<file path="src/rtl/column_driver.sv">
// column_driver: one-at-a-time LED column drive with anti-ghost blanking and overrun detection
// Ports:
//   clk_33        33.33 MHz system clock
//   rst           asynchronous active-high reset
//   enable        low forces all columns off and aborts a drive in progress
//   restart       synchronous return to column 0, clears overrun
//   column_ready  framebuffer has the next column loaded (pulse or level)
//   mux_out       active-low column select, registered, at most one bit low
//   column_idx    column to be displayed next / currently displayed
//   column_done   pulse in the first all-off cycle after a completed drive window
//   frame_done    pulse coincident with column_done for the last column
//   overrun       sticky: column_ready seen while a column was being serviced
// Build option: define COLUMN_DRIVER_ANTIGHOST_EN to insert the GHOST dead time after each column.
module column_driver #(
    parameter int N_COLUMNS    = 8,
    parameter int DRIVE_CYCLES = 330,
    parameter int GHOST_CYCLES = 10
) (
    input  logic                         clk_33,
    input  logic                         rst,
    input  logic                         enable,
    input  logic                         restart,
    input  logic                         column_ready,
    output logic [N_COLUMNS-1:0]         mux_out,
    output logic [$clog2(N_COLUMNS)-1:0] column_idx,
    output logic                         column_done,
    output logic                         frame_done,
    output logic                         overrun
);
    localparam int IW   = $clog2(N_COLUMNS);
    localparam int CMAX = DRIVE_CYCLES > GHOST_CYCLES ? DRIVE_CYCLES : GHOST_CYCLES;
    localparam int CW   = $clog2(CMAX + 1);
    localparam logic [IW-1:0] LAST  = IW'(N_COLUMNS - 1);
    localparam logic [CW-1:0] DLAST = CW'(DRIVE_CYCLES - 1);

    typedef enum logic [1:0] {WAIT, DISP, GHOST} state_t;

`ifdef COLUMN_DRIVER_ANTIGHOST_EN
    localparam state_t POST = GHOST;
    localparam logic [CW-1:0] GLAST = CW'(GHOST_CYCLES - 1);
`else
    localparam state_t POST = WAIT;
`endif

    state_t               state_q, state_d;
    logic [CW-1:0]        cnt_q, cnt_d;
    logic [IW-1:0]        idx_q, idx_d;
    logic [N_COLUMNS-1:0] mux_q, mux_d;
    logic                 done_q, done_d, frame_q, frame_d, ovr_q, ovr_d;

    always_comb begin
        state_d = state_q;
        idx_d   = idx_q;
        done_d  = 1'b0;
        frame_d = 1'b0;
        ovr_d   = ovr_q;
        unique case (state_q)
            WAIT: state_d = enable && column_ready ? DISP : WAIT;
            DISP: begin
                ovr_d = ovr_q | (enable & column_ready);
                if (!enable) begin
                    state_d = POST;
                end else if (cnt_q == DLAST) begin
                    state_d = POST;
                    idx_d   = idx_q == LAST ? '0 : idx_q + 1'b1;
                    done_d  = 1'b1;
                    frame_d = idx_q == LAST;
                end
            end
`ifdef COLUMN_DRIVER_ANTIGHOST_EN
            GHOST: begin
                ovr_d   = ovr_q | (enable & column_ready);
                state_d = cnt_q == GLAST ? WAIT : GHOST;
            end
`endif
            default: state_d = WAIT;
        endcase
        if (restart) begin
            state_d = WAIT;
            idx_d   = '0;
            done_d  = 1'b0;
            frame_d = 1'b0;
            ovr_d   = 1'b0;
        end
        // cleared on every state entry, so it never needs to wrap
        cnt_d = (state_d != state_q || state_d == WAIT) ? '0 : cnt_q + 1'b1;
        // derived from the next state so the select is a clean flop output
        mux_d = state_d == DISP ? ~({{(N_COLUMNS-1){1'b0}}, 1'b1} << idx_d) : '1;
    end

    always_ff @(posedge clk_33 or posedge rst) begin
        if (rst) begin
            state_q <= WAIT;
            cnt_q   <= '0;
            idx_q   <= '0;
            mux_q   <= '1;
            done_q  <= 1'b0;
            frame_q <= 1'b0;
            ovr_q   <= 1'b0;
        end else begin
            state_q <= state_d;
            cnt_q   <= cnt_d;
            idx_q   <= idx_d;
            mux_q   <= mux_d;
            done_q  <= done_d;
            frame_q <= frame_d;
            ovr_q   <= ovr_d;
        end
    end

    assign mux_out     = mux_q;
    assign column_idx  = idx_q;
    assign column_done = done_q;
    assign frame_done  = frame_q;
    assign overrun     = ovr_q;
endmodule
</file>
<file path="config.mk">
export PLATFORM = sky130hd
export DESIGN_NAME = column_driver
export DESIGN_NICKNAME = d
export VERILOG_FILES = /design/src/rtl/column_driver.sv
export SDC_FILE = /design/constraint.sdc
export NUM_CORES = 1
export LEC_CHECK = 0
export ABC_AREA = 1
export CAP_MARGIN = 10
export CORE_UTILIZATION = 45
export DETAILED_ROUTE_END_ITERATION = 10
export PLACE_DENSITY_LB_ADDON = 0.1
export SYNTH_ARGS = -nofsm -noshare
export SYNTH_HDL_FRONTEND = slang
export SYNTH_SLANG_ARGS = --single-unit
</file>
<file path="constraint.sdc">
create_clock -name clk_33 -period 1.7 [get_ports clk_33]
set_clock_uncertainty 0.15 [all_clocks]
set_input_delay 0.17 -clock clk_33 [delete_from_list [all_inputs] [get_ports clk_33]]
set_output_delay 0.17 -clock clk_33 [all_outputs]
set_load 0.03 [all_outputs]
</file>
==> metrics.cfg, run 1 <==
[run_status]
outcome = complete, no violations

[logic_synthesis]
syn-cell-area_um2 = 1200
netlist.area_leader.share_pct = 35.3
seq_area_frac_synth_pct = 52.8
synth_warnings = 0
async_reset_ff_share_pct = 100
ys_types = 20
postSynth.topFlopCell = dfrtp_1
yosys.area.top_type = dfrtp_1
post_synth_inst_count = 141
synth_fp_nets = 150
ys_top_cells_by_count = nand2_1, inv_1, nor2_1, dfrtp_1, nand3_1
yosysMostFrequentCell = nand2_1
ys_ff_latch = 25
synth-edff-count = 0
synth_area_per_cell_um2 = 8.54
synth_area_leaders = dfrtp_1, dfstp_2, nand2_1, inv_1, nor2_1

[setup_path]
end_kind = output port
cp.buffers_inverters = 1
worstReg2RegStart = cnt_q[1]
crit_start = column_done
cp-endpoint = column_done
cp_slowest_stage_delay_ns = 0.67
cp-start-kind = flip-flop
critical-path-top-delay-family = buffers and inverters
crit_cells = 1
cp_slowest_cell = clkdlybuf4s50_1
path_cells = clkdlybuf4s50_1
rr_worst_depth = 11
r2r-end = mux_out[2]
critPathMaxFanout = 1
cp.arrival_ns = 1.32
critPathKind = reg -> out
cp.required_ns = 1.38
reg2reg_slack_ns = 0.08

[power_and_ir_drop]
power.switching_mw = 0.193
seqPwrFrac_pct = 66.8
power_density_nw_per_um2 = 591
pwr-share-clk_pct = 27.9
combPwrFrac_pct = 5.2
power_mw = 0.900
ir_drop_mv = 0.420
power.internal_mw = 0.708
sw_frac_of_total_pct = 21.4
cellLeakagePower_nw = 0.738

[clock_tree]
clk_pin_slew_ns = 0.13
postCtsHoldBufs = 0
htreeDepth = 1
clock_path_buffers = 2
cts_tree = yes
cts_sinks = 25
cts_buffers = 3
cts_root_buf = clkbuf_4
clock_latency_ns = 0.31

[sta]
final-setup-viol-count = 0
max_freq_ghz = 0.611
drv_slew = 0
post-route-period-util_pct = 96.3
min_period_ns = 1.64
fin_setup_tns_ns = 0
rsz0062_at_grt = yes
hold_violations = 0

[die]
start_util_pct = 48.1
die_y_um = 53.7
die_w_um = 53.7
core_area_um2 = 2500
num_rows = 18
die_area_um2 = 2890
top_level_ports = 19

[finish]
nets = 176
layout.cells.non_filler = 196
layout-drive-gt1-share_pct = 23.5
area_growth_pct = 26.6
diodes = 0

[global_routing]
grt_max_degree = 26
grt_pass1_wl_um = 3280
antenna_found_initial = 0
grt.overflow.total = 0
grtUsageTotal_pct = 16.0
grt_pass1_vias = 815

[place]
dp.cells = 191
port_buffers = 18
dpl.hpwl_um = 1480
gp_congestion = 0.836

[drt]
drtAntennaViolNets = 0
drc_errors = 0
drt-total-wl_um = 2030
wl_per_cell_um = 10.4
drt_iter0_drc = 11
vias_per_cell = 4.68
dr.pass1.iters = 4
vias = 918

[run]
cap_violations = 0

[worst_hold_path]
hold_path_class = in -> async

stage by stage:
step                cell area [µm²]  hold WS, ns  worst slack, ns  util, %
floorplan                      1200       0.0414           0.0468        -
global placement               1440        0.339           0.0119     57.5
global route                   1520       0.0761          -0.0411     61.0
finish                         1520       0.0350           0.0636     61.0
detailed placement             1440        0.349           0.0186     57.5
CTS                            1450       0.0390          0.00154     58.1
sequential cells by signal, summed over array words and instances (netlist names):
register / cells
frame_done: 1
cnt_q: 9
column_idx: 3
mux_out: 8
overrun: 1
column_done: 1
state_q: 2
cells in the final DEF, fill, tap and decap left out, types with 2 or more instances in the layout:
| cell | synthesis | final |
|---|---|---|
| dfstp_2 | 8 | 8 |
| clkbuf_4 | 0 | 3 |
| nand3_1 | 9 | 4 |
| nor2_4 | 0 | 2 |
| buf_4 | 0 | 3 |
| xor2_1 | 3 | 3 |
| ha_1 | 4 | 4 |
| inv_2 | 1 | 2 |
| dfrtp_1 | 17 | 17 |
| nor2_2 | 3 | 7 |
| nor2_1 | 23 | 17 |
| nand3_2 | 0 | 5 |
| inv_1 | 24 | 23 |
| nand2_2 | 3 | 4 |
| clkdlybuf4s50_1 | 0 | 6 |
| nand2_1 | 36 | 34 |
| dlygate4sd2_1 | 0 | 11 |
power groups by stage:
stage / Clock, mW / Combinational, mW / Sequential, mW
detailed placement: 0 / 0.0468 / 0.612
finish: 0.252 / 0.0472 / 0.601
floorplan: 0 / 0.0233 / 0.613
global route: 0.289 / 0.0532 / 0.602
CTS: 0.264 / 0.0464 / 0.601
global placement: 0 / 0.0470 / 0.612
worst min-delay path by stage:
stage / startpoint / endpoint / slack, ns / cells after the start
final: rst / cnt_q[8] / 0.03 / 3
after global routing: rst / cnt_q[8] / 0.08 / 3
after CTS: rst / cnt_q[6] / 0.04 / 3
after detailed placement: cnt_q[0] / cnt_q[0] / 0.35 / 1
after global placement: cnt_q[0] / cnt_q[0] / 0.34 / 1
after floorplan: rst / cnt_q[0] / 0.04 / 1
routing by layer:
| layer | global-route usage, % | routed length, µm | up-vias |
|---|---|---|---|
| li1 | - | - | 471 |
| met1 | 21.8 | 983 | 421 |
| met2 | 24.1 | 931 | 22 |
| met3 | 3.39 | 83 | 4 |
| met4 | 7.89 | 36 | 0 |
| met5 | 0 | 0 | - |
cell families (layout without fill, tap and decap cells):
group / after synthesis / count (layout) / synth area share [%]
XOR/XNOR: 4 / 4 / 2.91
AND/OR/NAND/NOR: 79 / 79 / 29.7
AO/OA/AOI/OAI: 3 / 3 / 2.29
buffers and inverters: 25 / 50 / 7.80
adder cells (fa/ha/maj): 4 / 4 / 4.16
other: 1 / 1 / 0.312
flip-flops: 25 / 25 / 52.8
timing repair:
action                                 4_1_cts  5_1_grt
pin swaps                                    0        2
resized for setup                           12       18
setup buffers                                0        1
setup endpoints to repair                   14       16
endpoints found under the hold margin        0        0
layout make-up:
type                       count  area (µm²)
sequential                    25         636
fill                         232         976
clock buffer                   4        26.3
timing repair buffer          21         191
tap                           30        37.5
multi-input combinational     91         539
inverter                      25        93.8
Power figures use the tool's default switching activity.
==> inputs of run 2 (changes only) <==
Settings changed: REMOVE_ABC_BUFFERS set to 1.
==> results of run 2 <==
Final layout, timing and power as in run 1 (identical DEF).
